## src/rtl/srt_pkg.sv

```systemverilog
// rtl/srt_pkg.sv - shared state encoding and default sizes for the sort result checker
package srt_pkg;

    typedef enum logic [1:0] {
        ST_IDLE = 2'd0,
        ST_LOAD = 2'd1,
        ST_SCAN = 2'd2,
        ST_DONE = 2'd3
    } state_t;

    localparam int ADDR_W_DEF = 10;
    localparam int DATA_W_DEF = 32;
    localparam int DEPTH_DEF  = 1024;

endpackage

```

## src/rtl/srt_order_cmp.sv

```systemverilog
// rtl/srt_order_cmp.sv - flags an adjacent pair (a = earlier, b = later) that breaks the requested order
module srt_order_cmp
    import srt_pkg::*;
#(
    parameter int DATA_W   = DATA_W_DEF,
    parameter bit SIGNED_C = 1'b1
) (
    input  logic [DATA_W-1:0] a,
    input  logic [DATA_W-1:0] b,
    input  logic              dir,
    output logic              viol
);

    logic a_gt_b;
    logic a_lt_b;

    always_comb begin
        if (SIGNED_C) begin
            a_gt_b = $signed(a) > $signed(b);
            a_lt_b = $signed(a) < $signed(b);
        end else begin
            a_gt_b = a > b;
            a_lt_b = a < b;
        end
        // equal elements satisfy either direction
        viol = dir ? a_gt_b : a_lt_b;
    end

endmodule

```

## config.mk

```make
export PLATFORM = sky130hd
export DESIGN_NAME = srt_order_cmp
export DESIGN_NICKNAME = d
export VERILOG_FILES = /design/src/rtl/srt_pkg.sv /design/src/rtl/srt_order_cmp.sv
export SDC_FILE = /design/constraint.sdc
export NUM_CORES = 1
export LEC_CHECK = 0
export ABC_AREA = 1
export BUFFER_PORTS_ARGS = -buffer_cell sky130_fd_sc_hd__buf_2
export CORE_MARGIN = 2
export CORE_UTILIZATION = 47
export DETAILED_ROUTE_END_ITERATION = 7
export MAX_ROUTING_LAYER = met4
export PLACE_DENSITY = 0.95
export SYNTH_ARGS = -nofsm -noshare
export SYNTH_HDL_FRONTEND = slang
export SYNTH_SLANG_ARGS = --single-unit
```

## constraint.sdc

```tcl
create_clock -name vclk -period 3.3
set_clock_uncertainty 0.15 [all_clocks]
set_input_delay 0.33 -clock vclk [all_inputs]
set_output_delay 0.33 -clock vclk [all_outputs]
set_load 0.05 [all_outputs]
```

Word level (Yosys, flattened, before mapping). Index checks and enable logic that the tools add are counted.

Flip-flop bits (word level): 0. Input bits: 65. Output and inout bits: 1. Logic and storage cells: 3.

Order comparisons: 2. Mux-type cells: 1.

Operators with widths (number): 32-bit > comparator (1); 32-bit less-than comparator (1); 1-bit two-way mux (1).

Depth between registers and ports, before layout.
Word-level depth: 2. Mapped depth: 17. Depth with buffers taken out: 17.

Worst setup path before layout. OpenSTA, ideal clock, no wires.

Path type: in2out. Start point: in b[31]. End point: out viol. Arrival time: 1.725 ns. Required time: 2.820 ns. Path slack: 1.095 ns. Stages on the path: 12. Path buffers: 0. Path through: inv_1 -> ha_1 -> nand2_1 -> nor2_2 -> nand2_2 -> nor4_4 -> nand2_2 -> nand2_2 -> nand2_1 -> nand3_1 -> nand2_1 -> inv_1.

Cells in the longest elaborated chain, start to end: 2. Elaborated cells on any way between the ends: 3. Those cells by class: order compare: 2; mux: 1.

RTL lines: start: declaration (line srt_order_cmp.sv:9) `input logic [DATA_W-1:0] b,`; 32-bit less-than comparator / 32-bit > comparator (equally long branches) (line srt_order_cmp.sv:20, srt_order_cmp.sv:19); 1-bit two-way mux (*) (line srt_order_cmp.sv:26) `viol = dir ? a_gt_b : a_lt_b;`; end: declaration (line srt_order_cmp.sv:11) `output logic viol`.

Every way passes the cells marked *; elsewhere a longest branch is shown, timed or not.

Worst setup path in the final report. Same ends and word-level chain as after synthesis.

==> impl_metrics.tcl <==
set metrics [dict create \
    vias_per_cell 4.488 \
    dpl.cell_count 242 \
    postRouteAntennaNets 0 \
    yosys_warnings 0 \
    post-route-util_pct 67.63 \
    floorplan.die.width_um 48.30 \
    ir_drop_uv 66.84 \
    timing.final.setup_violations 0 \
    drt_first_pass_iters 4 \
    die_h_um 48.30 \
    required_ns 2.82 \
    placer_congestion 0.6999 \
    timing.critical_path.from_type "input pin" \
    start_util_pct 48.49 \
    final-max-slew-violation-count 0 \
    nFlopsAndLatches 0 \
    power.density_cell_area_nw_per_um2 114.5 \
    power.share.combinational_pct 100.0 \
    internal-power_uw 72.44 \
    synthCells 149 \
    design.die.area_um2 2332 \
    fin_cells 242 \
    clock_power_share_pct 0 \
    fin_crit_ns 2.369 \
    period_share_pct 71.78 \
    post_drt_wl_per_cell_um 7.298 \
    crit_path_top_delay_cell "ha_1" \
    maxCapViolations 0 \
    synth-seq-area-share_pct 0 \
    num_antenna_cells 0 \
    hold_viol_final 0 \
    antenna_found_initial 0 \
    synth_area_per_cell_um2 6.189 \
    endpoint_kind "output pin" \
    swShare_pct 50.81 \
    fin_total_pwr_uw 147.3 \
    worst_margin_slew_ns 0.2556 \
    critical-path-max-stage-delay_ns 0.34 \
    register_area_um2 0 \
    core_area_um2 1902 \
    fmax_mhz 422.1 \
    timing_worst_setup_path_type "input pin to output pin" \
    p_seq_share_pct 0 \
    syn-num-nets 246 \
    outcome "finished clean" \
    nClkBuffers 0 \
    place_hpwl_um 1750 \
    cts.repair.resized 0 \
    finalWorstSetupSlack_ns 0.9311 \
    launch_instance_of_the_worst_min_delay_path "dir" \
    p_leak_nw 0.8975 \
    remaining_drc_errors 0 \
    layout-drive-gt1-share_pct 34.42 \
    grt_first_pass_wirelength_um 2849 \
    class_of_the_tightest_hold_or_removal_check "input pin to output pin" \
    io-pin-count 66 \
    area_growth_syn_to_layout_pct 39.48 \
    critPathLaunch "b[31]" \
    netSwitchingPower_uw 74.82 \
    dp_slack_ns 0.9074 \
    grt_start_max_net_pins 6 \
    routed_wirelength_um 1766 \
    post_synth_num_cell_types 16 \
    slew_headroom_pct 83.08 \
    multi_input_area_um2 768.2 \
    vias_in_the_first_global_route 873 \
    final_net_count 314 \
    rows 16 \
    port-buffer-count 66 \
    path_max_fanout 5 \
    detailroute.via_count 1086 \
    setup_total_negative_slack_ns 0 \
    initialDrtViolationCount 7 \
    rsz_0062_raised_after_global_routing "false" \
    gr-usage-all-layers_pct 16.67 \
    cp-endpoint "viol" \
    cts_hold_buffers 0 \
    crit_arrival_ns 1.89 \
    synth.cell_area_um2 922.1 \
    crit_chain "buf_2, inv_1, ha_1, nand2_1, nor2_2, nand2_2, nor4_4, nand2_2, nand2_2, nand2_1, nand3_1, nand2_1, inv_1, buf_2" \
    post-cts-setup-buffers 0 \
    nFillCells 179 \
    grt-ovfl-total 0 \
]
[critical path, delay by kind of cell]
kind / cells / cell delay, ns
adder cells (fa/ha/maj): 1 / 0.34
buffers and inverters: 4 / 0.39
AND/OR/NAND/NOR: 9 / 0.84
[metal layers]
layer	routed length, um	vias up	track usage, %
met2	873	32	36.84
met1	800	449	16.48
met4	0	0	0
met5	0	-	-
li1	-	605	-
met3	93	0	0
[layout by cell type, fill, tap and decap left out]
cell / netlist / final
buf_2: 0 / 66
inv_1: 41 / 41
nand2_1: 34 / 34
ha_1: 32 / 32
a21oi_1: 13 / 13
nor2_1: 8 / 8
nand3_1: 5 / 5
nand2_2: 4 / 4
a21o_1: 2 / 2
o21ai_0: 2 / 2
nand4_1: 2 / 2
nor2_2: 1 / 1
nor4_4: 1 / 1
o21ai_1: 1 / 1
o21a_1: 1 / 1
o21a_2: 1 / 1
a21oi_2: 1 / 1
[cell families after synthesis]
family                   Yosys count  share of synthesized area (%)
buffers and inverters             41                          16.69
AO/OA/AOI/OAI                     21                          13.03
AND/OR/NAND/NOR                   55                          26.86
adder cells (fa/ha/maj)           32                          43.42
[worst min-delay path by stage]
stage,slack [ns],endpoint,cells past startpoint
finish,0.96,viol,5
global route,1.00,viol,5
CTS,0.97,viol,5
detailed placement,0.97,viol,5
global placement,0.96,viol,5
floorplan,0.80,viol,3
[cell type report]
type	instances	area share, %
Inverter	41	11.97
Tap cell	27	2.626
Timing Repair Buffer	66	25.68
Multi-Input combinational cell	108	59.73
[metrics by stage]
| stage | hold WS, ns | area (um2) |
|---|---|---|
| 6_report | 0.9569 | 1286 |
| 5_1_grt | 1.004 | 1286 |
| 4_1_cts | 0.9660 | 1286 |
| 3_5_place_dp | 0.9673 | 1286 |
| 3_3_place_gp | 0.9578 | 1286 |
| 2_1_floorplan | 0.8046 | 922.1 |
[power by group through the flow]
stage	clock network, mW	registers (mW)	logic [mW]
2_1_floorplan	0	0	0.0939
3_3_place_gp	0	0	0.145
3_5_place_dp	0	0	0.150
4_1_cts	0	0	0.151
5_1_grt	0	0	0.175
6_report	0	0	0.147
[Yosys cell counts (all sizes together)]
cell    n  area, um2
inv    41      153.9
nand2  38      152.6
ha     32      400.4
a21oi  14      73.82
nor2    9      36.29
nand3   5      25.02
o21ai   3      15.01
a21o    2      15.01
nand4   2      12.51
o21a    2      16.27
nor4    1      21.27
Power figures use the tool's default switching activity.
